[src/rtl/mem_copy_engine.sv]
// Word-serial memory copy initiator: reads src, writes dst, one word at a time.
// It requests the shared memory port with mem_req and drives it only while granted.
module mem_copy_engine #(
  parameter int LEN_W = 16
) (
  input  logic             clk,
  input  logic             reset_n,
  input  logic             start,
  input  logic [31:0]      src,
  input  logic [31:0]      dst,
  input  logic [LEN_W-1:0] len,
  output logic             busy,
  output logic             done,
  output logic             err,
  output logic             mem_req,
  input  logic             mem_gnt,
  output logic             mem_we,
  output logic [31:0]      mem_a,
  output logic [31:0]      mem_wd,
  input  logic [31:0]      mem_rd
);

  typedef enum logic [2:0] {
    S_IDLE,
    S_REQ,
    S_READ,
    S_WRITE,
    S_FIN
  } state_t;

  state_t           r_state;
  state_t           w_state_next;
  logic [31:0]      r_sa;
  logic [31:0]      r_da;
  logic [31:0]      r_data;
  logic [LEN_W-1:0] r_cnt;
  logic             r_err;

  logic w_misaligned;
  logic w_accept;
  logic w_rd_fire;
  logic w_wr_fire;

  // Misalignment outranks len=0, so it is the only source of the err flag.
  assign w_misaligned = (src[1:0] != 2'b00) || (dst[1:0] != 2'b00);
  assign w_accept     = (r_state == S_IDLE) && start;
  assign mem_wd       = r_data;

  always_ff @(posedge clk) begin
    if (!reset_n) begin
      r_state <= S_IDLE;
    end else begin
      r_state <= w_state_next;
    end
  end

  always_comb begin
    w_state_next = r_state;
    busy         = 1'b1;
    done         = 1'b0;
    err          = 1'b0;
    mem_req      = 1'b0;
    mem_we       = 1'b0;
    mem_a        = 32'h0;
    w_rd_fire    = 1'b0;
    w_wr_fire    = 1'b0;
    case (r_state)
      S_IDLE: begin
        busy = 1'b0;
        if (start) begin
          if (w_misaligned || (len == '0)) begin
            w_state_next = S_FIN;
          end else begin
            w_state_next = S_REQ;
          end
        end
      end
      S_REQ: begin
        mem_req = 1'b1;
        if (mem_gnt) begin
          w_state_next = S_READ;
        end
      end
      S_READ: begin
        mem_req = 1'b1;
        mem_a   = r_sa;
        if (mem_gnt) begin
          w_rd_fire    = 1'b1;
          w_state_next = S_WRITE;
        end
      end
      S_WRITE: begin
        mem_req = 1'b1;
        mem_a   = r_da;
        mem_we  = mem_gnt;
        if (mem_gnt) begin
          w_wr_fire    = 1'b1;
          w_state_next = (r_cnt == LEN_W'(1)) ? S_FIN : S_READ;
        end
      end
      S_FIN: begin
        done         = 1'b1;
        err          = r_err;
        w_state_next = S_IDLE;
      end
      default: begin
        busy         = 1'b0;
        w_state_next = S_IDLE;
      end
    endcase
  end

  always_ff @(posedge clk) begin
    if (!reset_n) begin
      r_sa   <= 32'h0;
      r_da   <= 32'h0;
      r_data <= 32'h0;
      r_cnt  <= '0;
      r_err  <= 1'b0;
    end else begin
      if (w_accept) begin
        r_sa  <= src;
        r_da  <= dst;
        r_cnt <= len;
        r_err <= w_misaligned;
      end
      if (w_rd_fire) begin
        r_data <= mem_rd;
        r_sa   <= r_sa + 32'd4;
      end
      if (w_wr_fire) begin
        r_da  <= r_da + 32'd4;
        r_cnt <= r_cnt - LEN_W'(1);
      end
    end
  end

endmodule

[config.mk]
export PLATFORM = sky130hd
export DESIGN_NAME = mem_copy_engine
export DESIGN_NICKNAME = d
export VERILOG_FILES = /design/src/rtl/mem_copy_engine.sv
export SDC_FILE = /design/constraint.sdc
export NUM_CORES = 1
export LEC_CHECK = 0
export ABC_AREA = 1
export CAP_MARGIN = 20
export CELL_PAD_IN_SITES_DETAIL_PLACEMENT = 0
export CELL_PAD_IN_SITES_GLOBAL_PLACEMENT = 1
export CORE_ASPECT_RATIO = 2
export CORE_MARGIN = 8
export CORE_UTILIZATION = 33
export DETAILED_ROUTE_END_ITERATION = 6
export GPL_TIMING_DRIVEN = 0
export PLACE_DENSITY_LB_ADDON = 0.1
export SYNTH_ARGS = -nofsm -noshare
export SYNTH_HDL_FRONTEND = slang
export SYNTH_SLANG_ARGS = --single-unit
[constraint.sdc]
create_clock -name clk -period 2 [get_ports clk]
set_clock_uncertainty 0.2 [all_clocks]
set_input_delay 0.4 -clock clk [delete_from_list [all_inputs] [get_ports clk]]
set_output_delay 0.4 -clock clk [all_outputs]
set_load 0.01 [all_outputs]
# After elaboration in Yosys (flattened, before gate mapping)

Index checks and enable logic that the tools add are counted.

Divide/modulo/power cells: 0
Reductions and logical operators: 12
$lt $le $gt $ge: 0
Add/subtract/negate cells: 3
Equality and inequality tests: 9
Shift operators: 0
$mul: 0
Bitwise operators: 0
Multiplexer cells: 22

Operators with widths:

| kind                  | count |
|---|---|
| $mux 32               | 4 |
| $add 32x3->32 const B | 2 |
| $pmux 32 s2           | 1 |
| $mux 16               | 2 |
| $mux 3                | 6 |
| $eq 16x1->1 const B   | 1 |
| $logic_not 16->1      | 1 |
| $sub 16x1->16 const B | 1 |
| $pmux 3 s4            | 1 |
| $mux 1                | 8 |
| $ne 2x2->1 const B    | 4 |
| $reduce_bool 2->1     | 4 |
| $eq 3x2->1 const B    | 2 |
| $reduce_and 4->1      | 1 |
| $reduce_or 4->1       | 1 |
| $eq 3x1->1 const B    | 1 |
| $eq 3x3->1 const B    | 1 |
| $logic_not 3->1       | 1 |
| $reduce_or 3->1       | 1 |
| $logic_or 1x1->1      | 2 |
| $logic_and 1x1->1     | 1 |

Bits in latches: 0
Output and inout port bits: 69
Word-level logic and storage cells: 52
Bits in registers: 116
Bits in writable memories: 0
Memory bits (read-only): 0
Bits of input ports: 116
Memories: 0

# Depth between registers and ports, before layout

Gate-level depths: netlist of run 1.

Depth after elaboration: 6
Depth in mapped cells: 12
Depth with buffers taken out: 12

# Least setup slack after synthesis of run 1

No wires, ideal clock.

Kind: reg-to-output
From: register r_state[0]
To: output mem_a[21]
Data arrival time: 1,175 ps
Stages on the path, launching flop included: 7
Buffers on the path: 2
Path slack: 225 ps
Data required time: 1,400 ps
Cell sequence: dfxtp_1 nand2_1 inv_2 nand2_2 clkbuf_1 buf_2 o22ai_1

Cells in the longest elaborated chain, start to end: 2
Elaborated cells on any way between the ends: 3
Those cells by class: 2 x eq/ne; 1 x mux

Ends and longest elaborated chain:

| element                | line | source |
|---|---|---|
| start, declared        | 31   | `state_t r_state;` |
| start signal, assigned | 53   | `r_state <= w_state_next;` |
| $eq 3x2->1             | 67   | `case (r_state)` |
| $pmux 32 s2 *          | 67   |  |
| end, declared          | 18   | `output logic [31:0] mem_a,` |

Mark *: on every way between the ends. The rest lies on a longest branch, timed or not.

# Worst setup path in the final report of run 1

From: register r_state[1]
To: output mem_a[25]

Same word-level chain as after synthesis.

==> metrics list, run 1 <==
- The run finished, with violations left.
- Violated checks: setup timing
- For this configuration, the core starts out at a cell density of 0.334.
* Setup-violating endpoint count in the final report: 36
* Required time of the critical path: 1400 ps
- Detailed-route vias per instance: 5.05
* Post-Synthesis Cells: 1169
- The clock drives 116 sinks.
- Post-Synthesis Mean Instance Area: 5.98 sq um
- Number of global-route vias before repair: 8717
* Post-synth ARST share: 0
- TritonCTS buffer count: 17
- The worst-case IR drop observed on VDD is 0.000443 V.
- Setup repair after global routing could not meet its margin everywhere.
- Most common cell in the netlist: sky130_fd_sc_hd__nand2_1
- Buffers inserted to repair hold after CTS numbered 0.
* Topmost layer with routed signal wires: met4
* Shortest period the worst path allows: 2300 ps
- In this run the worst path has a maximum fanout of 5.
- Fill cell count: 2216
- Post-synth top area cell: sky130_fd_sc_hd__dfxtp_1
* Met3 Wirelength: 1700 um
- Peak clock frequency supported by timing: 0.436 GHz
- In this run the register-to-register setup slack is 30 ps.
- Synth top cells by count: sky130_fd_sc_hd__nand2_1 (314), sky130_fd_sc_hd__nor2_1 (216), sky130_fd_sc_hd__inv_1 (126)
- Buffers on Ports: 183
* Share of post-route cells with drive strength above 1: 0.145
* Vias: 8439
* Clock Tree Root: sky130_fd_sc_hd__clkbuf_16
* Number of antenna violations at the first check in global routing: 0
- Total design power: 6.82 mW
* DRC Markers: 0
* Setup crit start: r_state[1]
- Counting flops and latches in the post-synthesis netlist gives 116.
- The area growth from synthesis to layout is 49.9%.
* Static Leakage: 3.94 nW
* Startpoint kind of the worst setup timing path: flop
- Setup TNS: -8330 ps
* Pin slew with the least headroom to its limit: 778 ps
* Sum of met2 wire segment lengths after detailed routing: 17000 um
* RD Place Congestion: 0.947
- Origin of the critical flop-to-flop path: r_sa[11]
- Max-cap violations in this run came to 0.
* Wire length on met1: 11000 um
- In the final routed layout, each cell accounts on average for 18.9 um.
- Post-DP HPWL: 24700 um
* Class of the tightest hold or removal check: in2reg
- GR Overflow Total: 0
* Setup WS post-layout: -296 ps
* Global-route usage over all layers: 0.237
* Violation count after the first detailed-routing iteration: 508
- The repair_antennas step left the layout with diodes totalling 0.
- Core region area: 0.0209 sq mm
- TritonCTS built the clock tree.
* Initial DRT Pass Iterations: 5
* Cell variety after synth: 30
* Total nets after synthesis: 1289
- Share of the synthesized area in the top cell type: 0.332
- The synthesized netlist occupies a cell area of 0.00699 sq mm.
- Measured along the y axis, the die boundary spans 222 um.
- Among all flip-flop cells after synthesis, the most frequent one is sky130_fd_sc_hd__dfxtp_1.
- After the last flow step, the layout net total stands at 1508.
* I/O pin count: 185
* Element type at the critical path end: output port
- Reg2Reg Depth: 9
* Placement Rows: 75
- The count of final max-slew check failures was 0.
- Largest cells by area after synthesis: sky130_fd_sc_hd__dfxtp_1 (33%), sky130_fd_sc_hd__nand2_1 (17%), sky130_fd_sc_hd__nor2_1 (12%)
- Worst setup path endpoint: mem_a[25]
- Type of the setup path with the least slack: reg2out
- Level count of the clock H-tree: 4
- In this run the power density over the cells is 651 mW/mm^2.
- Number of nets with antenna violations after detailed routing: 0
- In this run the deepest clock path goes through 2 buffers.
- Clock-pin slew was measured on the worst setup and hold paths at 60 ps.
* Worst R2R End: r_sa[29]
* Critical Path AT: 1700 ps
- Total wire length after detailed routing: 31500 um
- Measured along the x axis, the die boundary spans 119 um.
- Share of the clock period used by the worst path: 1.15
- Maximum number of pins on one net before global-route repair: 17
* First-pass GRT wire length: 47900 um
- Of the synthesized area, sequential elements account for 0.332.
- The number of hold violations in the final report is 0.
- The die covers 0.0264 sq mm.
- Clock latency on the worst-skew pair, taken at its later pin, is 440 ps.
- Yosys warning count: 0
- Measured against its own limit, the worst slew margin works out to 0.481.
- Counting flops with a built-in enable in the synthesized netlist gives 0.
[logic make-up (layout without fill, tap and decap cells)]
logic type | Yosys count | count (layout) | synth area share
flip-flops | 116 | 116 | 0.332
buffers and inverters | 184 | 416 | 0.110
adder cells (fa/ha/maj) | 4 | 4 | 0.00716
AO/OA/AOI/OAI | 243 | 243 | 0.189
AND/OR/NAND/NOR | 612 | 612 | 0.349
XOR/XNOR | 10 | 10 | 0.0125
[placed cells by master (no fill, tap or decap), types with 4 or more instances in the layout]
master | netlist | final
sky130_fd_sc_hd__nand2_1 | 314 | 311
sky130_fd_sc_hd__nor2_1 | 216 | 201
sky130_fd_sc_hd__clkdlybuf4s50_1 | 0 | 145
sky130_fd_sc_hd__inv_1 | 126 | 122
sky130_fd_sc_hd__dfxtp_1 | 116 | 109
sky130_fd_sc_hd__o21ai_0 | 88 | 83
sky130_fd_sc_hd__a21oi_1 | 69 | 69
sky130_fd_sc_hd__nand3_1 | 55 | 55
sky130_fd_sc_hd__buf_2 | 16 | 25
sky130_fd_sc_hd__buf_6 | 3 | 24
sky130_fd_sc_hd__a31oi_1 | 24 | 24
sky130_fd_sc_hd__clkbuf_16 | 0 | 22
sky130_fd_sc_hd__buf_4 | 10 | 20
sky130_fd_sc_hd__o21ai_1 | 16 | 19
sky130_fd_sc_hd__o22ai_4 | 0 | 16
sky130_fd_sc_hd__nor2_2 | 6 | 13
sky130_fd_sc_hd__clkbuf_1 | 20 | 12
sky130_fd_sc_hd__o22ai_1 | 37 | 11
sky130_fd_sc_hd__inv_2 | 9 | 10
sky130_fd_sc_hd__xor2_1 | 10 | 10
sky130_fd_sc_hd__o22ai_2 | 0 | 10
sky130_fd_sc_hd__nor2_4 | 0 | 8
sky130_fd_sc_hd__nand4_1 | 7 | 7
sky130_fd_sc_hd__o211ai_1 | 5 | 5
sky130_fd_sc_hd__nand2_2 | 4 | 5
sky130_fd_sc_hd__buf_12 | 0 | 5
sky130_fd_sc_hd__clkbuf_8 | 0 | 4
sky130_fd_sc_hd__clkinvlp_4 | 0 | 4
sky130_fd_sc_hd__clkinv_4 | 0 | 4
sky130_fd_sc_hd__dfxtp_4 | 0 | 4
[what timing repair did]
| action | CTS | global route |
|---|---|---|
| gates cloned | 1 | 1 |
| setup endpoints to repair | 66 | 111 |
| pin swaps | 5 | 5 |
| gates resized for setup | 251 | 54 |
| buffers inserted | 9 | 6 |
[metrics by stage]
stage	instance area [sq um]	setup slack (ps)	utilization	hold WS [ps]	cells
after global placement	9160	-967	0.438	244	1621
after floorplan	6990	225	-	230	1169
after global routing	10500	-327	0.501	300	1670
after CTS	10200	-321	0.489	238	1663
final	10500	-296	0.501	234	1670
after detailed placement	9160	-961	0.438	248	1621
[registers in the layout (all words and copies together) (netlist names)]
signal,cells
mem_wd,32
r_sa,32
r_cnt,16
r_err,1
r_state,3
r_da,32
[area by class of cell]
class                           instances  area, sq um  share of cell area
Multi-Input combinational cell        869         4310               0.412
Clock inverter                         12          121              0.0116
Buffer                                 49          412              0.0393
Clock buffer                           20          467              0.0445
Timing Repair Buffer                  200         1980               0.189
Tap cell                              269          337              0.0321
Sequential cell                       116         2340               0.223
Inverter                              135          514              0.0491
[per-layer routing]
| metal | GRT usage | vias to the layer above |
|---|---|---|
| met5 | 0 | - |
| met4 | 0.145 | 0 |
| met3 | 0.0487 | 82 |
| met2 | 0.453 | 282 |
| met1 | 0.224 | 3865 |
| li1 | - | 4210 |
[report_power, final]
part | switching, mW | internal, mW | leakage [nW] | total [mW]
combinational | 0.681 | 0.494 | 2.71 | 1.18
clock | 1.25 | 1.82 | 0.276 | 3.08
sequential | 0.130 | 2.44 | 0.952 | 2.57
[worst min path at each step]
stage,start,to,depth (start not counted)
after floorplan,r_da[0],r_da[0],2
after CTS,reset_n,r_state[2],3
after global placement,r_sa[1],r_sa[1],2
final,reset_n,r_state[2],3
after detailed placement,r_da[1],r_da[1],2
after global routing,r_sa[1],r_sa[1],2
[critical path: stages, from the launching register on]
cell	delay, ps
sky130_fd_sc_hd__dfxtp_4	370
sky130_fd_sc_hd__nand2_1	70
sky130_fd_sc_hd__inv_2	70
sky130_fd_sc_hd__nand2_4	80
sky130_fd_sc_hd__clkbuf_16	180
sky130_fd_sc_hd__clkbuf_16	170
sky130_fd_sc_hd__o22ai_4	180
sky130_fd_sc_hd__buf_6	130
Power figures use the tool's default switching activity.
==> run 2: changes to the inputs <==
Settings changed: CORE_UTILIZATION 33 to 30, PLACE_DENSITY set to 0.83, PLACE_DENSITY_LB_ADDON 0.1 to unset.
Clock period 2 ns to 2.1 ns, I/O delays scaled along.
==> metrics list, run 2 (synthesis results as in run 1) <==
- 185 I/O pins were placed.
- The kind of cell with the highest combined delay along the critical path is buffers and inverters.
- Slack of the worst reg-to-reg path: 50 ps
* Class of the tightest hold or removal check: in2reg
- In the routed design, unresolved DRC markers number 0.
- Using the TritonRoute via totals, the vias-per-cell ratio works out to 5.05.
- Total wire length after detailed routing: 32100 um
* Fill cell count: 2507
* Total number of cells along the worst setup path: 7
- TritonCTS buffer count: 17
- Initial DRT Pass Iterations: 5
- Max-cap violations in this run came to 0.
- Maximum number of pins on one net before global-route repair: 17
- The tree is rooted in a sky130_fd_sc_hd__clkbuf_16.
* Pin slew with the least headroom to its limit: 788 ps
- Once layout is done, the placed cells without fillers occupy 0.0104 sq mm.
- For this run, the share of the core covered by cells in the final layout is 0.450.
* Commonest cells after routing, fill and taps aside: sky130_fd_sc_hd__nand2_1 (312), sky130_fd_sc_hd__nor2_1 (210), sky130_fd_sc_hd__clkdlybuf4s50_1 (145), sky130_fd_sc_hd__inv_1 (122), sky130_fd_sc_hd__dfxtp_1 (110)
* Required time of the critical path: 1480 ps
* VDD IR max: 0.000410 V
* Critical Path AT: 1670 ps
- Number of global-route vias before repair: 8637
- After detailed routing, the average wire length per cell comes to 19.1 um.
- 0 antenna diodes ended up in the layout.
* Area added between synthesis and finish: 49.0%
* Violation count after the first detailed-routing iteration: 619
* Unrepaired setup endpoints after global routing: yes
* Fin Hold WS: 248 ps
- Largest fanout of any net on the critical path: 5
- For this run, the total global-route usage over all layers was measured as 0.226.
* Slowest cell on crit path: sky130_fd_sc_hd__dfxtp_4
- First-pass GRT wire length: 48000 um
- After clock tree synthesis, the clock-pin slew on the worst setup and hold paths is 60 ps.
* Setup crit start: r_state[0]
- The H-tree was split into 4 levels.
- The clock passes through at most 2 buffers.
- Power per Cell Area: 632 mW/mm^2
- Clock latency on the worst-skew pair: 430 ps
- From left edge to right edge, the die measures 124 um.
* Peak clock frequency supported by timing: 0.436 GHz
* Setup-violating endpoint count in the final report: 36
- Violated checks: setup timing
- Run status: finished, violations left
- RD Place Congestion: 0.945
- Vias: 8514
* Clock tree from TritonCTS: done
* Slowest Stage Delay on Critical Path: 380 ps
- Walking the worst path, the cells encountered are nand2_2 -> inv_2 -> nand2_4 -> buf_4 -> clkbuf_8 -> o22ai_4 -> buf_6.
- Height of the chip: 232 um
- Worst R2R End: r_sa[29]
- Tightest slew margin relative to the limit: 0.475
* Floorplan die area: 0.0287 sq mm
- Buffers on Ports: 183
- Origin of the critical flop-to-flop path: r_sa[11]
* Number of nets at the end of the flow: 1509
- Setup TNS: -4930 ps
- The routed design could run at a clock period as short as 2290 ps.
- Placement Rows: 79
* Core region area: 0.0231 sq mm
- Starting utilization of the core area: 0.302
* Startpoint kind of the worst setup timing path: flop
* Placed inst area: 0.00918 sq mm
- Setup WS post-layout: -191 ps
- STA classifies the critical path endpoint as an output port.
- The critical path is of the reg2out type.
- Share of post-route cells with drive strength above 1: 0.137
* Post-DP HPWL: 25300 um
- The number of hold violations in the final report is 0.
* GR Overflow Total: 0
- Crit path buf inv count: 4
- Clock sink count: 116
- In this run the static leakage power is 3.92 nW.
* Share of the clock period used by the worst path: 1.09
- Number of nets with antenna violations after detailed routing: 0
* Leading cell type in the layout, fill and taps excluded: sky130_fd_sc_hd__nand2_1
- The most critical setup path has its endpoint at mem_a[5].
- Number of antenna violations at the first check in global routing: 0
- Reg2Reg Depth: 9
* Number of pins exceeding their max-slew limit in the final report: 0
[run 2: cell count changes in the layout (fill, tap and decap cells not counted), moves of 2 or more]
cell | before | now
sky130_fd_sc_hd__dfxtp_4 | 4 | 2
sky130_fd_sc_hd__buf_2 | 25 | 27
sky130_fd_sc_hd__inv_6 | 3 | 6
sky130_fd_sc_hd__nor2_2 | 13 | 9
sky130_fd_sc_hd__nor2_4 | 8 | 3
sky130_fd_sc_hd__buf_12 | 5 | 2
sky130_fd_sc_hd__nor2_1 | 201 | 210
sky130_fd_sc_hd__o22ai_2 | 10 | 12
sky130_fd_sc_hd__clkbuf_2 | 3 | 0
sky130_fd_sc_hd__o21ai_0 | 83 | 86
sky130_fd_sc_hd__clkbuf_1 | 12 | 15
sky130_fd_sc_hd__clkinvlp_4 | 4 | 2
sky130_fd_sc_hd__o21ai_1 | 19 | 16
[run 2: power by group]
group | internal, mW | total [mW] | switching [mW] | leakage, nW
registers | 2.32 | 2.45 | 0.125 | 0.951
clock network | 1.81 | 3.02 | 1.21 | 0.291
logic | 0.464 | 1.11 | 0.646 | 2.68
total | 4.60 | 6.58 | 1.98 | 3.92
[run 2: how the worst min path moves through the flow]
stage / from / endpoint / slack [ps] / depth (start not counted)
global route: reset_n / r_da[1] / 280 / 3
CTS: reset_n / r_state[2] / 240 / 3
finish: reset_n / r_state[2] / 250 / 3
detailed placement: r_sa[1] / r_sa[1] / 250 / 2
floorplan: r_da[0] / r_da[0] / 230 / 2
global placement: r_sa[1] / r_sa[1] / 240 / 2
[run 2: repair_timing]
item | 4_1_cts | 5_1_grt
hold endpoints to repair | 0 | 0
resized for setup | 241 | 31
cloned | 3 | 1
setup endpoints to repair | 46 | 46
setup buffers | 8 | 7
hold buffers | 0 | 0
pin swaps | 4 | 4
[run 2: layer usage]
| layer | up-vias | GRT usage | routed length (um) |
|---|---|---|---|
| li1 | 4209 | - | - |
| met1 | 3881 | 0.206 | 10800 |
| met2 | 311 | 0.415 | 17000 |
| met3 | 113 | 0.0499 | 1780 |
| met4 | 0 | 0.173 | 2560 |
| met5 | - | 0 | 0 |
[run 2: metrics by stage]
step / power [mW] / setup WS, ps / std cells
2_1_floorplan: 3.03 / 305 / 1169
3_3_place_gp: 3.54 / -878 / 1635
3_5_place_dp: 3.55 / -872 / 1635
4_1_cts: 6.61 / -233 / 1678
5_1_grt: 6.84 / -232 / 1685
6_report: 6.58 / -191 / 1685
[run 2: final cells by class]
class                      count  area, sq um  area share
multi-input combinational    869         4270       0.409
sequential                   116         2330       0.224
timing repair buffer         202         1970       0.189
inverter                     135          512      0.0491
clock buffer                  18          439      0.0422
buffer                        48          380      0.0365
tap                          283          354      0.0340
clock inverter                14          165      0.0159
[run 2: worst register-to-register path: cells and delay by family, from the launching register on]
family           cells  cell delay, ps
AO/OA/AOI/OAI        1             110
flip-flops           1             410
AND/OR/NAND/NOR      8            1180
==> run 3: changes to the inputs <==
Settings changed: CELL_PAD_IN_SITES_DETAIL_PLACEMENT 0 to unset, CELL_PAD_IN_SITES_GLOBAL_PLACEMENT 1 to unset, CORE_UTILIZATION 30 to 40, PLACE_DENSITY 0.83 to 0.77, REMOVE_ABC_BUFFERS set to 1.
==> metrics list, run 3 (synthesis results as in run 1) <==
* Clock Path Buffers: 2
* Violation count after the first detailed-routing iteration: 409
* DRC Markers: 0
* Max Cap Viol: 0
- The first global-routing pass estimated 45900 um of wire.
* Largest fanout of any net on the critical path: 6
- NetSw: 1.92 mW
- Worst min-delay path endpoint: r_sa[1]
* Fin cells: 1594
- Minimum setup slack after placement: -1790 ps
- Number of cells traversed by the worst hold path: 2
- Height of the chip: 203 um
* Violated checks: setup timing
- Of the available clock period, the critical path in the final layout requires 1.20.
* Internal: 4.57 mW
* Count of inserted antenna diode cells: 0
- Floorplan die area: 0.0222 sq mm
* Number of global-route vias before repair: 8665
- Setup repair after global routing could not meet its margin everywhere.
* Leading cell type in the layout, fill and taps excluded: sky130_fd_sc_hd__nand2_1
* Static Leakage: 3.94 nW
- Placed insts: 1519
* Total wire length after detailed routing: 32000 um
* Routed length per placed instance: 20.1 um
- Clock-pin slew was measured on the worst setup and hold paths at 60 ps.
- Pin slew with the least headroom to its limit: 771 ps
- STA classifies the critical path endpoint as an output port.
- GR Overflow Total: 0
- Power per Cell Area: 623 mW/mm^2
* Worst hold start: r_sa[1]
* Clock Tree Root: sky130_fd_sc_hd__clkbuf_16
- Run status: finished, violations left
- The share of total power dissipated in sequential elements is 0.378.
* Buffers on Ports: 184
* Area added between synthesis and finish: 49.0%
- Of the total power, the share spent switching nets is 0.296.
- VDD IR max: 0.000548 V
- The initial antenna violation count came to 0.
- With fillers left out, the area of the finished cells amounts to 0.0104 sq mm.
- Peak clock frequency supported by timing: 0.396 GHz
* Setup crit start: r_state[1]
- Required time of the critical path: 1480 ps
- The final layout contains 1491 nets.
- TritonCTS built the clock tree.
* Level count of the clock H-tree: 4
- Critical Path AT: 1900 ps
* Ordered cell list for the critical path: inv_2 -> nor3_4 -> buf_12 -> clkinvlp_4 -> buf_12 -> buf_16 -> o22ai_4 -> buf_6
- The clock net in this run drives a total of 116 sinks.
- Once routing completed, OpenROAD measured the worst setup slack at -423 ps.
- Clock latency on the worst-skew pair: 440 ps
- Startpoint kind of the worst setup timing path: flop
- Of the total power, combinational logic draws 0.175.
- Among cell families on the critical path, the largest total delay comes from buffers and inverters.
- For the finished layout, the period the worst path requires is 2520 ps.
- Slowest cell on crit path: sky130_fd_sc_hd__dfxtp_4
- Class of the tightest hold or removal check: reg2reg
- The initialized floorplan defines 68 standard-cell rows.
- Measured in cells, the most critical reg-to-reg path has a length of 9.
* Fin Hold WS: 275 ps
* Share of post-route cells with drive strength above 1: 0.138
- RD Place Congestion: 0.979
* Slowest Stage Delay on Critical Path: 370 ps
* TritonCTS buffer count: 17
* Total design power: 6.49 mW
* Number of nets with antenna violations after detailed routing: 0
- The total area inside the core boundary comes to 0.0172 sq mm.
- The worst register-to-register path ends at r_sa[26].
- The worst register-to-register path has a setup slack of 40 ps.
- The number of hold violations in the final report is 0.
- Total number of cells along the worst setup path: 8
- Post-DP HPWL: 21400 um
- Vias: 8805
- In this run the critical register-to-register path is launched from r_sa[14].
* Die extent in x: 109 um
- Global-route usage over all layers: 0.275
- Among the stages of the critical path, the cell type that occurs most often is sky130_fd_sc_hd__buf_12.
- Number of pins exceeding their max-slew limit in the final report: 0
- I/O pin count: 185
* Starting utilization of the core area: 0.407
- Initial DRT Pass Iterations: 6
- Placed inst area: 0.00895 sq mm
* Maximum number of pins on one net before global-route repair: 46
- The critical path contains buffers and inverters numbering 6 combined.
* Detailed-route vias per instance: 5.52
* Clock power frac: 0.447
- The critical path is of the reg2out type.
- Tightest slew margin relative to the limit: 0.486
- In the layout the commonest cells are sky130_fd_sc_hd__nand2_1 (312), sky130_fd_sc_hd__nor2_1 (208), sky130_fd_sc_hd__clkdlybuf4s50_1 (146), sky130_fd_sc_hd__inv_1 (123), sky130_fd_sc_hd__dfxtp_1 (110).
* Setup-violating endpoint count in the final report: 34
run 3: layout make-up:
type	count	area (sq um)
fill	1597	6770
multi-input combinational	878	4420
sequential	116	2330
timing repair buffer	220	2230
inverter	135	564
clock buffer	19	443
tap	210	263
clock inverter	13	135
timing repair inverter	3	31.3
run 3: through the flow:
step,TNS (ps),util
6_report,-11760,0.606
4_1_cts,-12260,0.581
5_1_grt,-13930,0.606
2_1_floorplan,-97960,-
3_3_place_gp,-366850,0.514
3_5_place_dp,-170360,0.521
run 3: worst reg2reg max path: stages (launching register included):
cell and delay [ps]:
sky130_fd_sc_hd__dfxtp_1 470, sky130_fd_sc_hd__nand2_1 110, sky130_fd_sc_hd__nor2_1 370, sky130_fd_sc_hd__nand2_1 250, sky130_fd_sc_hd__nor2_1 220, sky130_fd_sc_hd__nand2_1 70
sky130_fd_sc_hd__nand2_1 60, sky130_fd_sc_hd__nand2_1 50, sky130_fd_sc_hd__a21oi_1 110, sky130_fd_sc_hd__nor2_1 50
run 3: routing by layer:
metal	part of all wire	up-vias	track usage
met3	0.068	169	0.0591
met5	0	-	0
met4	0.093	0	0.253
met1	0.31	3986	0.239
met2	0.53	462	0.497
li1	-	4188	-
run 3: power groups by stage:
stage,Sequential [mW],Clock (mW),Combinational (mW)
6_report,2.45,2.90,1.14
5_1_grt,2.46,3.01,1.25
4_1_cts,2.45,2.91,1.05
3_5_place_dp,2.49,0,0.966
3_3_place_gp,2.49,0,0.943
2_1_floorplan,2.45,0,0.529
run 3: repair_timing:
item                       in CTS  in global routing
hold buffers                    0                  0
pin swaps                       4                  9
setup endpoints to repair     149                 96
cloned                          6                 11
buffers inserted               15                 13
gates resized for setup       222                 46
run 3: how the worst max path moves through the flow:
| stage | endpoint | slack, ps |
|---|---|---|
| 6_report | mem_a[20] | -420 |
| 3_3_place_gp | r_sa[22] | -3920 |
| 3_5_place_dp | r_sa[22] | -1790 |
| 2_1_floorplan | r_sa[22] | -1380 |
| 5_1_grt | mem_a[28] | -470 |
| 4_1_cts | mem_a[20] | -410 |
